File: src/rtl/uart_pkg.sv
// rtl/uart_pkg.sv - shared constants, FSM state types and parity helper for uart_stream
package uart_pkg;
    localparam int PARITY_NONE = 0;
    localparam int PARITY_ODD  = 1;
    localparam int PARITY_EVEN = 2;

    typedef enum logic [2:0] {TX_IDLE, TX_START, TX_DATA, TX_PARITY, TX_STOP} tx_state_t;
    typedef enum logic [2:0] {RX_IDLE, RX_START, RX_DATA, RX_PARITY, RX_STOP, RX_WAIT_HIGH} rx_state_t;

    function automatic logic data_xor(input logic [7:0] data, input int data_bits);
        logic x;
        x = 1'b0;
        for (int i = 0; i < 8; i++)
            if (i < data_bits) x = x ^ data[i];
        return x;
    endfunction

    // Line-level parity bit: even sends the XOR, odd sends its complement.
    function automatic logic parity_bit(input logic [7:0] data, input int data_bits, input int parity);
        return (parity == PARITY_ODD) ? ~data_xor(data, data_bits) : data_xor(data, data_bits);
    endfunction
endpackage

File: src/rtl/uart_sync_fifo.sv
// rtl/uart_sync_fifo.sv - show-ahead synchronous FIFO with full/empty and concurrent push/pop
module uart_sync_fifo #(
    parameter int WIDTH = 9,
    parameter int DEPTH = 16
) (
    input  logic             clk,
    input  logic             reset,
    input  logic             push,
    input  logic [WIDTH-1:0] push_data,
    input  logic             pop,
    output logic [WIDTH-1:0] head,
    output logic             full,
    output logic             empty
);
    localparam int AW = $clog2(DEPTH);
    localparam logic [AW:0] PTR_ONE = 1;

    logic [WIDTH-1:0] mem [DEPTH];
    logic [AW:0]      wr_ptr;
    logic [AW:0]      rd_ptr;
    logic             do_push;
    logic             do_pop;

    // Pointers carry one extra wrap bit so full and empty are distinguishable.
    assign empty   = (wr_ptr == rd_ptr);
    assign full    = (wr_ptr[AW] != rd_ptr[AW]) && (wr_ptr[AW-1:0] == rd_ptr[AW-1:0]);
    assign do_push = push && !full;
    assign do_pop  = pop && !empty;
    assign head    = empty ? '0 : mem[rd_ptr[AW-1:0]];

    always_ff @(posedge clk) begin
        if (do_push) mem[wr_ptr[AW-1:0]] <= push_data;
    end

    always_ff @(posedge clk) begin
        if (reset) begin
            wr_ptr <= '0;
            rd_ptr <= '0;
        end else begin
            if (do_push) wr_ptr <= wr_ptr + PTR_ONE;
            if (do_pop)  rd_ptr <= rd_ptr + PTR_ONE;
        end
    end
endmodule

File: src/rtl/uart_stream.sv
// rtl/uart_stream.sv - parametrised full-duplex UART with ready/valid byte streams and RX FIFO
module uart_stream import uart_pkg::*; #(
    parameter int CLKS_PER_BIT  = 434,
    parameter int DATA_BITS     = 8,
    parameter int PARITY        = 0,
    parameter int STOP_BITS     = 1,
    parameter int RX_FIFO_DEPTH = 16
) (
    input  logic       clk,
    input  logic       reset,
    input  logic       UART_RXD,
    output logic       UART_TXD,
    output logic [7:0] from_uart_data,
    output logic       from_uart_error,
    output logic       from_uart_valid,
    input  logic       from_uart_ready,
    input  logic [7:0] to_uart_data,
    input  logic       to_uart_error,
    input  logic       to_uart_valid,
    output logic       to_uart_ready,
    output logic       rx_overrun
);
    localparam int            CW         = $clog2(CLKS_PER_BIT);
    localparam logic [CW-1:0] BIT_END    = CW'(CLKS_PER_BIT - 1);
    localparam logic [CW-1:0] HALF_END   = CW'(CLKS_PER_BIT / 2 - 1);
    localparam logic [CW-1:0] CNT_ONE    = 1;
    localparam logic [2:0]    LAST_DATA  = 3'(DATA_BITS - 1);
    localparam bit            HAS_PARITY = (PARITY != PARITY_NONE);
    localparam bit            STOP2      = (STOP_BITS == 2);

    tx_state_t     tx_state;
    logic [CW-1:0] tx_cnt;
    logic [2:0]    tx_bit;
    logic [7:0]    tx_shift;
    logic          tx_par;
    logic          tx_second;
    logic          tx_bit_end;

    assign tx_bit_end = (tx_cnt == BIT_END);

    always_ff @(posedge clk) begin
        if (reset) begin
            tx_state      <= TX_IDLE;
            tx_cnt        <= '0;
            tx_bit        <= '0;
            tx_shift      <= '0;
            tx_par        <= 1'b0;
            tx_second     <= 1'b0;
            UART_TXD      <= 1'b1;
            to_uart_ready <= 1'b0;
        end else begin
            tx_cnt <= tx_bit_end ? '0 : tx_cnt + CNT_ONE;
            case (tx_state)
                TX_IDLE: begin
                    tx_cnt        <= '0;
                    UART_TXD      <= 1'b1;
                    to_uart_ready <= 1'b1;
                    if (to_uart_valid && to_uart_ready) begin
                        tx_shift      <= to_uart_data;
                        tx_par        <= parity_bit(to_uart_data, DATA_BITS, PARITY)
                                         ^ (HAS_PARITY && to_uart_error);
                        tx_state      <= TX_START;
                        UART_TXD      <= 1'b0;
                        to_uart_ready <= 1'b0;
                    end
                end
                TX_START: if (tx_bit_end) begin
                    tx_state <= TX_DATA;
                    tx_bit   <= '0;
                    UART_TXD <= tx_shift[0];
                end
                TX_DATA: if (tx_bit_end) begin
                    if (tx_bit == LAST_DATA) begin
                        if (HAS_PARITY) begin
                            tx_state <= TX_PARITY;
                            UART_TXD <= tx_par;
                        end else begin
                            tx_state  <= TX_STOP;
                            UART_TXD  <= 1'b1;
                            tx_second <= STOP2;
                        end
                    end else begin
                        tx_bit   <= tx_bit + 3'd1;
                        tx_shift <= tx_shift >> 1;
                        UART_TXD <= tx_shift[1];
                    end
                end
                TX_PARITY: if (tx_bit_end) begin
                    tx_state  <= TX_STOP;
                    UART_TXD  <= 1'b1;
                    tx_second <= STOP2;
                end
                TX_STOP: if (tx_bit_end) begin
                    if (tx_second) begin
                        tx_second <= 1'b0;
                    end else begin
                        tx_state      <= TX_IDLE;
                        to_uart_ready <= 1'b1;
                    end
                end
                default: tx_state <= TX_IDLE;
            endcase
        end
    end

    logic          rxd_meta;
    logic          rxd_sync;
    rx_state_t     rx_state;
    logic [CW-1:0] rx_cnt;
    logic [2:0]    rx_bit;
    logic [7:0]    rx_shift;
    logic          rx_par;
    logic          rx_sample;
    logic          stop_sample;
    logic          rx_error;
    logic          fifo_full;
    logic          fifo_empty;
    logic [8:0]    fifo_head;

    always_ff @(posedge clk) begin
        if (reset) begin
            rxd_meta <= 1'b1;
            rxd_sync <= 1'b1;
        end else begin
            rxd_meta <= UART_RXD;
            rxd_sync <= rxd_meta;
        end
    end

    // After the half-bit start check, a full bit count lands each sample at bit centre.
    assign rx_sample   = (rx_cnt == BIT_END);
    assign stop_sample = (rx_state == RX_STOP) && rx_sample;
    assign rx_error    = !rxd_sync
                         || (HAS_PARITY && (rx_par != parity_bit(rx_shift, DATA_BITS, PARITY)));

    always_ff @(posedge clk) begin
        if (reset) begin
            rx_state   <= RX_IDLE;
            rx_cnt     <= '0;
            rx_bit     <= '0;
            rx_shift   <= '0;
            rx_par     <= 1'b0;
            rx_overrun <= 1'b0;
        end else begin
            rx_overrun <= stop_sample && fifo_full;
            rx_cnt     <= rx_sample ? '0 : rx_cnt + CNT_ONE;
            case (rx_state)
                RX_IDLE: begin
                    rx_cnt <= '0;
                    if (!rxd_sync) rx_state <= RX_START;
                end
                RX_START: if (rx_cnt == HALF_END) begin
                    rx_cnt   <= '0;
                    rx_bit   <= '0;
                    rx_shift <= '0;
                    rx_state <= rxd_sync ? RX_IDLE : RX_DATA;
                end
                RX_DATA: if (rx_sample) begin
                    rx_shift[rx_bit] <= rxd_sync;
                    if (rx_bit == LAST_DATA) rx_state <= HAS_PARITY ? RX_PARITY : RX_STOP;
                    else                     rx_bit   <= rx_bit + 3'd1;
                end
                RX_PARITY: if (rx_sample) begin
                    rx_par   <= rxd_sync;
                    rx_state <= RX_STOP;
                end
                // A low stop bit (framing error or break) must see the line idle before re-arming.
                RX_STOP: if (rx_sample) rx_state <= rxd_sync ? RX_IDLE : RX_WAIT_HIGH;
                RX_WAIT_HIGH: if (rxd_sync) rx_state <= RX_IDLE;
                default: rx_state <= RX_IDLE;
            endcase
        end
    end

    uart_sync_fifo #(
        .WIDTH (9),
        .DEPTH (RX_FIFO_DEPTH)
    ) u_rx_fifo (
        .clk       (clk),
        .reset     (reset),
        .push      (stop_sample),
        .push_data ({rx_error, rx_shift}),
        .pop       (from_uart_ready),
        .head      (fifo_head),
        .full      (fifo_full),
        .empty     (fifo_empty)
    );

    assign from_uart_data  = fifo_head[7:0];
    assign from_uart_error = fifo_head[8];
    assign from_uart_valid = !fifo_empty;
endmodule
File: config.mk
export PLATFORM = sky130hd
export DESIGN_NAME = uart_stream
export DESIGN_NICKNAME = d
export VERILOG_FILES = /design/src/rtl/uart_pkg.sv /design/src/rtl/uart_sync_fifo.sv /design/src/rtl/uart_stream.sv
export SDC_FILE = /design/constraint.sdc
export NUM_CORES = 1
export LEC_CHECK = 0
export ABC_AREA = 1
export CAP_MARGIN = 20
export CORE_MARGIN = 1.5
export CORE_UTILIZATION = 56
export DETAILED_ROUTE_END_ITERATION = 6
export GPL_TIMING_DRIVEN = 0
export PLACE_DENSITY_LB_ADDON = 0.2
export SYNTH_ARGS = -nofsm -noshare
export SYNTH_HDL_FRONTEND = slang
export SYNTH_HIERARCHICAL = 1
export SYNTH_SLANG_ARGS = --single-unit
export TNS_END_PERCENT = 5
File: constraint.sdc
create_clock -name clk -period 2.4 [get_ports clk]
set_clock_uncertainty 0.05 [all_clocks]
set_input_delay 0.6 -clock clk [delete_from_list [all_inputs] [get_ports clk]]
set_output_delay 0.6 -clock clk [all_outputs]
set_load 0.01 [all_outputs]
==> out/qor.csv, run 1 <==
metric,value,unit
Mapped Nets,1047,
worst-path cell chain,buf_12 -> buf_8 -> nand2_1 -> o211ai_1 -> nand3_1 -> a21oi_2 -> nor2_1 -> buf_2,
vias in the first global route,6676,
height of the chip,133,µm
highest fanout seen on the critical path,9,
number of flip-flops and latches in the synthesized netlist,209,
Detailed Route Iter0 Violations,658,
initial antenna violation count,0,
routed len/inst,16.5,µm
initial core utilization,57.1,%
source-to-sink clock delay at the later pin of the worst-skew pair,0.49,ns
Bufs and invs on worst path,3,
count of input and output buffers,25,
fin nets,1111,
path type of the worst min-delay path,reg -> reg,
classification of the worst setup path,reg -> out,
Final Wtd Congestion,0.829,
sequential element share of the synthesized area,59.7,%
Worst-path clk slew,0.06,ns
count of pins on the block boundary,27,
time the worst path needs with I/O delays and setup,2.69,ns
unrepaired setup endpoints after global routing,true,
drt via density,5.47,
number of standard cells after synthesis,1019,
TritonCTS buffer count,22,
remaining antenna violation count after routing,0,
count of pins over their slew limit,0,
total DRC errors in the routed layout,1,
most used cells in the layout excluding fill and tap cells,"270 x nand2_1, 144 x edfxtp_1, 132 x nor2_1, 76 x inv_1, 68 x nand3_1",
critical path arrival,2.04,ns
count of TritonRoute iterations in the first routing pass,7,
"Avg Cell Area, Syn",9.25,µm²
Sw Pwr,2.60,mW
Synth warnings,6,
synth-to-layout area growth,19.4,%
CP Data Required Time,1.75,ns
overall routing resource usage,24.9,%
part of the power in combinational logic,20.1,%
leakage dissipation,4.44,nW
Peak Freq,372,MHz
antenna fix cells,0,
count of final setup violators,9,
actual slew at the worst max-slew pin,0.850,ns
worst slew slack as a fraction of its limit,43.3,%
"Hold-fix buffers, CTS",0,
detailed-placement wirelength estimate,13.6,mm
leftover overflow at the end of global routing,0,
Cell Rows,47,
"most common cell after layout, fill and taps aside",nand2_1,
Final period util,112,%
unique cell type count in the Yosys netlist,41,
kind of end point of the critical path,output pin,
core footprint,0.0165,mm²
Cell Pwr Density,821,mW/mm²
result of the run,"complete, but fails checks",
Synth area leaders,"edfxtp_1 46%, dfxtp_1 14%, nand2_1 11%, nor2_1 6.1%, nand3_1 4.0%",
Root Buffer Master,clkbuf_16,
Worst path max stage delay,0.42,ns
pin count of the biggest net entering global routing,21,
Max Buffers Root-to-Sink,3,
cell family with the largest share of critical-path delay,buffers and inverters,
final core utilization,68.1,%
PnR worst setup slack,-0.291,ns
biggest area consumer among synthesized cells,edfxtp_1,
Max H-tree Level,1,
routed wire length,21.8,mm
CP Launch Type,flip-flop,
Die Outline Area,0.0176,mm²
max capacitance violation total,0,
fraction of layout cells with a size suffix above 1,17.3,%
relative contribution of the clock network to total power,35.9,%
global-route wire length before repair,34.1,mm
total design power,9.25,mW
Sw Share,28.1,%
post-synthesis instance area,0.00943,mm²
"slowest stage cell, crit path",dfxtp_4,
Clock Sinks,209,
vias after detailed routing,7211,
Int Pwr,6.65,mW
register share of total power,44.0,%
Yosys top cell area share,45.9,%
number of hold violations in the final report,0,
violated checks,"design-rule violations, negative setup slack",
Max IR drop VDD,616,µV
DIE WIDTH,133,µm
TritonCTS clock tree,yes,
## repair_timing
action / CTS / global route
pin swaps: 17 / 17
gates cloned: 2 / 2
endpoints found under the setup margin: 152 / 152
gates resized for setup: 131 / 56
setup buffers: 7 / 3
## Yosys cell counts, drive strengths merged
cell type and instances:
xor2 6, o21a 1, clkinv 3, nand3 81
inv 87, ha 14, nor2 159, and3 1
a21oi 33, dfxtp 65, nor3 6, o21ai 40
clkbuf 8, nand2 299, nor3b 4, o31ai 1
xnor2 2, o211ai 21, nand3b 9, nand4 5
a31oi 2, o21bai 1, or2 2, edfxtp 144
buf 25
## cell type report
type / count / area [µm²]
tap: 220 / 275
timing repair buffer: 40 / 400
buffer: 33 / 359
clock buffer: 29 / 608
multi-input combinational: 687 / 3530
fill: 1235 / 5260
inverter: 90 / 344
sequential: 209 / 5640
clock inverter: 11 / 104
## power groups by stage
stage	Clock [mW]	Combinational, mW	Sequential [mW]
after floorplan	0	1.28	4.12
after global placement	0	1.66	4.13
after detailed placement	0	1.68	4.14
after CTS	3.36	1.79	4.07
after global routing	3.51	2.10	4.09
final	3.32	1.86	4.07
## stage by stage
stage               TNS (ns)  cells  setup slack, ns  area (µm²)  hold WS, ns
global placement      -63.00   1264           -0.806        9950        0.341
finish                 -2.12   1319           -0.291       11300        0.359
global route           -3.63   1319           -0.344       11300        0.371
floorplan                  0   1019           0.0167        9430        0.339
detailed placement    -57.17   1265           -0.465        9970        0.348
CTS                    -2.45   1314           -0.282       11100        0.362
## routing by layer
layer / global-route usage, % / up-vias / wire [µm]
met3: 5.13 / 48 / 1930
met1: 32.9 / 3352 / 8850
met2: 40.4 / 317 / 10300
met5: 0 / - / 0
met4: 10.4 / 0 / 721
li1: - / 3494 / -
## state kept, by name, indices dropped and copies added (netlist names), named ones only
signal and count:
tx_state 3, tx_cnt 9, rx_shift 8, rx_cnt 9, rx_overrun 1, tx_bit 3, rx_bit 3, UART_TXD 1
to_uart_ready 1, rxd_meta 1, rx_state 3, rxd_sync 1, tx_shift 8, u_rx_fifo/mem 144, u_rx_fifo/wr_ptr 5, u_rx_fifo/rd_ptr 5
## final timing paths
kind	start	to	slack, ns	cells after the start
setup / recovery	flip-flop	from_uart_error	-0.29	8
hold / removal	rxd_meta	rxd_sync	0.36	1
setup reg to reg	rx_cnt[0]	u_rx_fifo/mem[9][1]	0.19	9
hold reg to reg	rxd_meta	rxd_sync	0.36	1
## kinds of logic (layout without fill, tap and decap cells)
group / after synthesis / in the layout / synth area share [%]
AND/OR/NAND/NOR: 566 / 566 / 26.0
buffers and inverters: 123 / 203 / 5.68
flip-flops: 209 / 209 / 59.7
adder cells (fa/ha/maj): 14 / 14 / 1.86
AO/OA/AOI/OAI: 99 / 99 / 5.96
XOR/XNOR: 8 / 8 / 0.823
No activity file was read; power rests on OpenSTA's default activity.
==> run 2: changes to the inputs <==
- CORE_UTILIZATION: 56 -> 45
==> out/qor.csv, run 2 (synthesis gave the netlist of run 1 again) <==
metric,value,unit,change
height of the chip,148,µm,+11%
filler cell count in the final layout,1831,,+48%
routed len/inst,15.9,µm,-3.7%
time the worst path needs with I/O delays and setup,2.64,ns,-0.0463 ns
count of pins on the block boundary,27,,unchanged
routed wire length,21.6,mm,-0.51%
Int Pwr,6.79,mW,+2.1%
leftover overflow at the end of global routing,0,,unchanged
Sw Share,28.0,%,-0.10 points
Max IR drop VDD,537,µV,-13%
overall routing resource usage,20.5,%,-4.4 points
Clock Sinks,209,,unchanged
fraction of met3 tracks used by global routing,3.21,%,-1.9 points
global-route wire length before repair,34.9,mm,+2.5%
met1 capacity usage during global routing,29.5,%,-3.3 points
Root Buffer Master,clkbuf_16,,
Peak Freq,378,MHz,+1.7%
Max H-tree Level,1,,unchanged
result of the run,"complete, but fails checks",,
actual slew at the worst max-slew pin,0.876,ns,+0.0263 ns
Detailed Route Iter0 Violations,647,,-1.7%
highest fanout seen on the critical path,8,,-1
TritonCTS buffer count,23,,+4.5%
sequential cell area,0.00564,mm²,about the same
initial core utilization,46.3,%,-11 points
final design area excluding fillers,0.0112,mm²,-0.61%
Max Buffers Root-to-Sink,3,,unchanged
"slowest stage cell, crit path",dfxtp_4,,
Worst path max stage delay,0.38,ns,-0.04 ns
"most common cell after layout, fill and taps aside",nand2_1,,
worst slew slack as a fraction of its limit,41.5,%,-1.8 points
TritonCTS clock tree,yes,,
most used cells in the layout excluding fill and tap cells,"283 x nand2_1, 144 x edfxtp_1, 135 x nor2_1, 76 x inv_1, 73 x nand3_1",,
critical path arrival,1.99,ns,-0.05 ns
classification of the worst setup path,reg -> out,,
unrepaired setup endpoints after global routing,true,,
detailed-placement wirelength estimate,14.3,mm,+5.0%
count of TritonRoute iterations in the first routing pass,5,,-2
Worst-path clk slew,0.06,ns,about the same
number of flip-flops under the largest register name,144,,unchanged
kind of end point of the critical path,output pin,,
source-to-sink clock delay at the later pin of the worst-skew pair,0.50,ns,about the same
Final period util,110,%,-1.9 points
drt via density,5.12,,-6.3%
pin count of the biggest net entering global routing,21,,unchanged
leakage dissipation,4.39,nW,-1.1%
count of final setup violators,10,,+1
initial antenna violation count,0,,unchanged
total DRC errors in the routed layout,0,,-1
fin nets,1105,,-0.54%
path type of the worst min-delay path,reg -> reg,,
vias in the first global route,6523,,-2.3%
number of hold violations in the final report,0,,unchanged
max capacitance violation total,0,,unchanged
Final Wtd Congestion,0.866,,+4.4%
relative contribution of the clock network to total power,37.9,%,+2.0 points
multi-input gate area in the final layout,0.00345,mm²,-2.2%
Place WS,-0.448,ns,+0.0175 ns
remaining antenna violation count after routing,0,,unchanged
Cell Rows,52,,+11%
synth-to-layout area growth,18.7,%,
vias after detailed routing,6982,,-3.2%
final core utilization,55.0,%,-13 points
core footprint,0.0204,mm²,+23%
DIE WIDTH,148,µm,+11%
count of input and output buffers,25,,unchanged
Cell Pwr Density,842,mW/mm²,+2.6%
PnR worst setup slack,-0.245,ns,+0.0463 ns
count of pins over their slew limit,0,,unchanged
Die Outline Area,0.0218,mm²,+24%
fraction of layout cells with a size suffix above 1,15.5,%,-1.8 points
Sw Pwr,2.64,mW,+1.6%
register share of total power,43.2,%,-0.8 points
violated checks,negative setup slack,,
post-placement cell area,0.0100,mm²,+0.63%
CP Data Required Time,1.75,ns,about the same
part of the power in combinational logic,18.9,%,-1.2 points
CP Launch Type,flip-flop,,
worst-path cell chain,buf_12 -> buf_12 -> o211ai_1 -> nand3_1 -> nand2_1 -> nand2_1 -> nand2_2 -> nor2_1 -> buf_2,,
antenna fix cells,0,,unchanged
grt peak-use layer,met2,,
"Hold-fix buffers, CTS",0,,unchanged
met2 usage,32.0,%,-8.3 points
## run 2: final cells by class
type	count	area share (%)
inverter	90	3.16
multi-input combinational	687	30.8
clock inverter	10	0.928
clock buffer	31	6.05
timing repair buffer	33	2.55
tap	270	3.02
buffer	33	3.09
sequential	209	50.4
## run 2: worst max-delay path: cells and delay by family, from the launching register on
family,cells,cell delay (ns)
AO/OA/AOI/OAI,1,0.23
flip-flops,1,0.38
AND/OR/NAND/NOR,5,0.44
buffers and inverters,3,0.44
## run 2: path summary, 6_finish.rpt
| path | start | end | slack [ns] | cells after the start |
|---|---|---|---|---|
| worst max-delay path | flip-flop | from_uart_data[4] | -0.24 | 9 |
| worst min-delay path | rxd_meta | rxd_sync | 0.36 | 1 |
| worst max register to register | rx_cnt[0] | u_rx_fifo/mem[11][8] | 0.10 | 8 |
| worst min register to register | rxd_meta | rxd_sync | 0.36 | 1 |
## run 2: metrics by stage
stage | TNS (ns) | std cells | hold slack (ns) | power (mW)
2_1_floorplan | 0 | 1019 | 0.339 | 5.40
3_3_place_gp | -64.52 | 1314 | 0.343 | 5.81
3_5_place_dp | -54.76 | 1317 | 0.353 | 5.84
4_1_cts | -2.73 | 1363 | 0.367 | 9.49
5_1_grt | -3.75 | 1363 | 0.376 | 9.91
6_report | -2.12 | 1363 | 0.364 | 9.43
## run 2: timing repair
item,in CTS,in global routing
resized for setup,152,12
cloned,2,0
pin swaps,35,4
setup buffers,3,0
endpoints found under the setup margin,152,150
## run 2: metal layers
metal / wire, µm / vias to the layer above
met2: 9790 / 208
li1: - / 3477
met4: 514 / 0
met1: 9950 / 3259
met5: 0 / -
met3: 1390 / 38
## run 2: power by group through the flow
stage               clock [mW]  sequential, mW  combinational [mW]
CTS                       3.64            4.07                1.78
detailed placement           0            4.14                1.70
floorplan                    0            4.12                1.28
finish                    3.57            4.07                1.79
global route              3.78            4.09                2.05
global placement             0            4.14                1.67
==> run 3: changes to the inputs <==
- CORE_MARGIN: 1.5 -> 4
==> out/qor.csv, run 3 (synthesis gave the netlist of run 1 again) <==
metric,value,unit,change
result of the run,"complete, but fails checks",,
violated checks,negative setup slack,,
path type of the worst min-delay path,reg -> reg,,
detailed-placement wirelength estimate,14.3,mm,+0.22%
leftover overflow at the end of global routing,0,,unchanged
max capacitance violation total,0,,unchanged
classification of the worst setup path,reg -> out,,
final core utilization,56.5,%,+1.5 points
Clock Sinks,209,,unchanged
"most common cell after layout, fill and taps aside",nand2_1,,
worst slew slack as a fraction of its limit,40.7,%,-0.79 points
leakage dissipation,4.48,nW,+2.1%
actual slew at the worst max-slew pin,0.888,ns,+0.0118 ns
fin nets,1111,,+0.54%
vias in the first global route,6713,,+2.9%
worst-path cell chain,clkbuf_16 -> clkbuf_16 -> o211ai_1 -> nand3_1 -> nand2_1 -> nand2_1 -> nand2_2 -> nor2_4 -> buf_6,,
Max Buffers Root-to-Sink,3,,unchanged
count of pins over their slew limit,0,,unchanged
Die Outline Area,0.0233,mm²,+6.9%
"slowest stage cell, crit path",dfxtp_4,,
Max H-tree Level,1,,unchanged
remaining antenna violation count after routing,0,,unchanged
source-to-sink clock delay at the later pin of the worst-skew pair,0.51,ns,about the same
count of final setup violators,9,,-1
Peak Freq,377,MHz,-0.26%
Root Buffer Master,clkbuf_16,,
kind of end point of the critical path,output pin,,
time the worst path needs with I/O delays and setup,2.65,ns,+0.00685 ns
Detailed Route Iter0 Violations,462,,-29%
number of flip-flops under the largest register name,144,,unchanged
count of input and output buffers,25,,unchanged
Worst-path clk slew,0.06,ns,about the same
global-route wire length before repair,35.6,mm,+2.0%
Max IR drop VDD,487,µV,-9.3%
smallest hold slack,0.358,ns,-0.00575 ns
critical path arrival,2.00,ns,about the same
final design area excluding fillers,0.0115,mm²,+3.1%
Post-Route Setup TNS,-1.95,ns,+0.178 ns
DIE WIDTH,153,µm,+3.4%
CP Launch Type,flip-flop,,
TritonCTS buffer count,24,,+4.3%
Cell Rows,52,,unchanged
antenna fix cells,0,,unchanged
post-placement cell area,0.0100,mm²,about the same
number of hold violations in the final report,0,,unchanged
routed wire length,22.6,mm,+4.3%
total DRC errors in the routed layout,0,,unchanged
unrepaired setup endpoints after global routing,true,,
Final period util,110,%,+0.29 points
PnR worst setup slack,-0.251,ns,-0.00685 ns
synth-to-layout area growth,22.4,%,
highest fanout seen on the critical path,5,,-3
Worst path max stage delay,0.40,ns,+0.02 ns
fraction of layout cells with a size suffix above 1,20.4,%,+5.0 points
count of TritonRoute iterations in the first routing pass,4,,-1
Cell Pwr Density,813,mW/mm²,-3.5%
pin count of the biggest net entering global routing,21,,unchanged
overall routing resource usage,18.9,%,-1.6 points
core footprint,0.0204,mm²,+0.32%
height of the chip,153,µm,+3.4%
vias after detailed routing,7099,,+1.7%
most used cells in the layout excluding fill and tap cells,"252 x nand2_1, 144 x edfxtp_1, 127 x nor2_1, 74 x inv_1, 64 x nand3_1",,
initial antenna violation count,0,,unchanged
TritonCTS clock tree,yes,,
initial core utilization,46.1,%,-0.15 points
drt via density,5.18,,+1.1%
CP Data Required Time,1.75,ns,about the same
count of pins on the block boundary,27,,unchanged
routed len/inst,16.5,µm,+3.7%
Final Wtd Congestion,0.834,,-3.6%
## run 3: critical path, delay by kind of cell, from the launching register on
| family | cells | cell delay, ns |
|---|---|---|
| AO/OA/AOI/OAI | 1 | 0.25 |
| buffers and inverters | 3 | 0.46 |
| flip-flops | 1 | 0.40 |
| AND/OR/NAND/NOR | 5 | 0.38 |
## run 3: layer usage
| layer | track usage [%] | part of all wire, % |
|---|---|---|
| met5 | 0 | 0 |
| met4 | 6.66 | 2.7 |
| met3 | 2.75 | 6.0 |
| met2 | 30.9 | 48 |
| met1 | 25.8 | 43 |
## run 3: worst paths after layout
check	from	to	cells past startpoint	slack (ns)
hold / removal	rxd_meta	rxd_sync	1	0.36
setup / recovery	flip-flop	from_uart_data[0]	9	-0.25
hold reg to reg	rxd_meta	rxd_sync	1	0.36
setup reg to reg	rx_cnt[0]	u_rx_fifo/mem[10][5]	9	0.17
## run 3: metrics by stage
step / worst slack (ns) / cells / total power, mW
after floorplan: 0.0167 / 1019 / 5.40
after CTS: -0.250 / 1366 / 9.37
final: -0.251 / 1371 / 9.38
after global placement: -0.966 / 1314 / 5.82
after detailed placement: -0.473 / 1315 / 5.83
after global routing: -0.416 / 1371 / 9.89
## run 3: final cells by class
cell class / count / area, µm²
Clock inverter: 11 / 80.1
Multi-Input combinational cell: 687 / 3630
Fill cell: 1781 / 8890
Timing Repair Buffer: 38 / 460
Inverter: 90 / 352
Sequential cell: 209 / 5650
Clock buffer: 33 / 656
Tap cell: 270 / 338
Buffer: 33 / 372
## run 3: what timing repair did
item | in CTS | in global routing
hold buffers | 0 | 0
gates cloned | 3 | 5
gates resized for setup | 159 | 80
pin swaps | 39 | 34
setup buffers | 4 | 0
setup endpoints to repair | 145 | 128
## run 3: where the power goes
part	internal [mW]	switching, mW	total [mW]
logic	0.741	1.17	1.91
registers	3.94	0.124	4.07
clock network	2.02	1.39	3.41
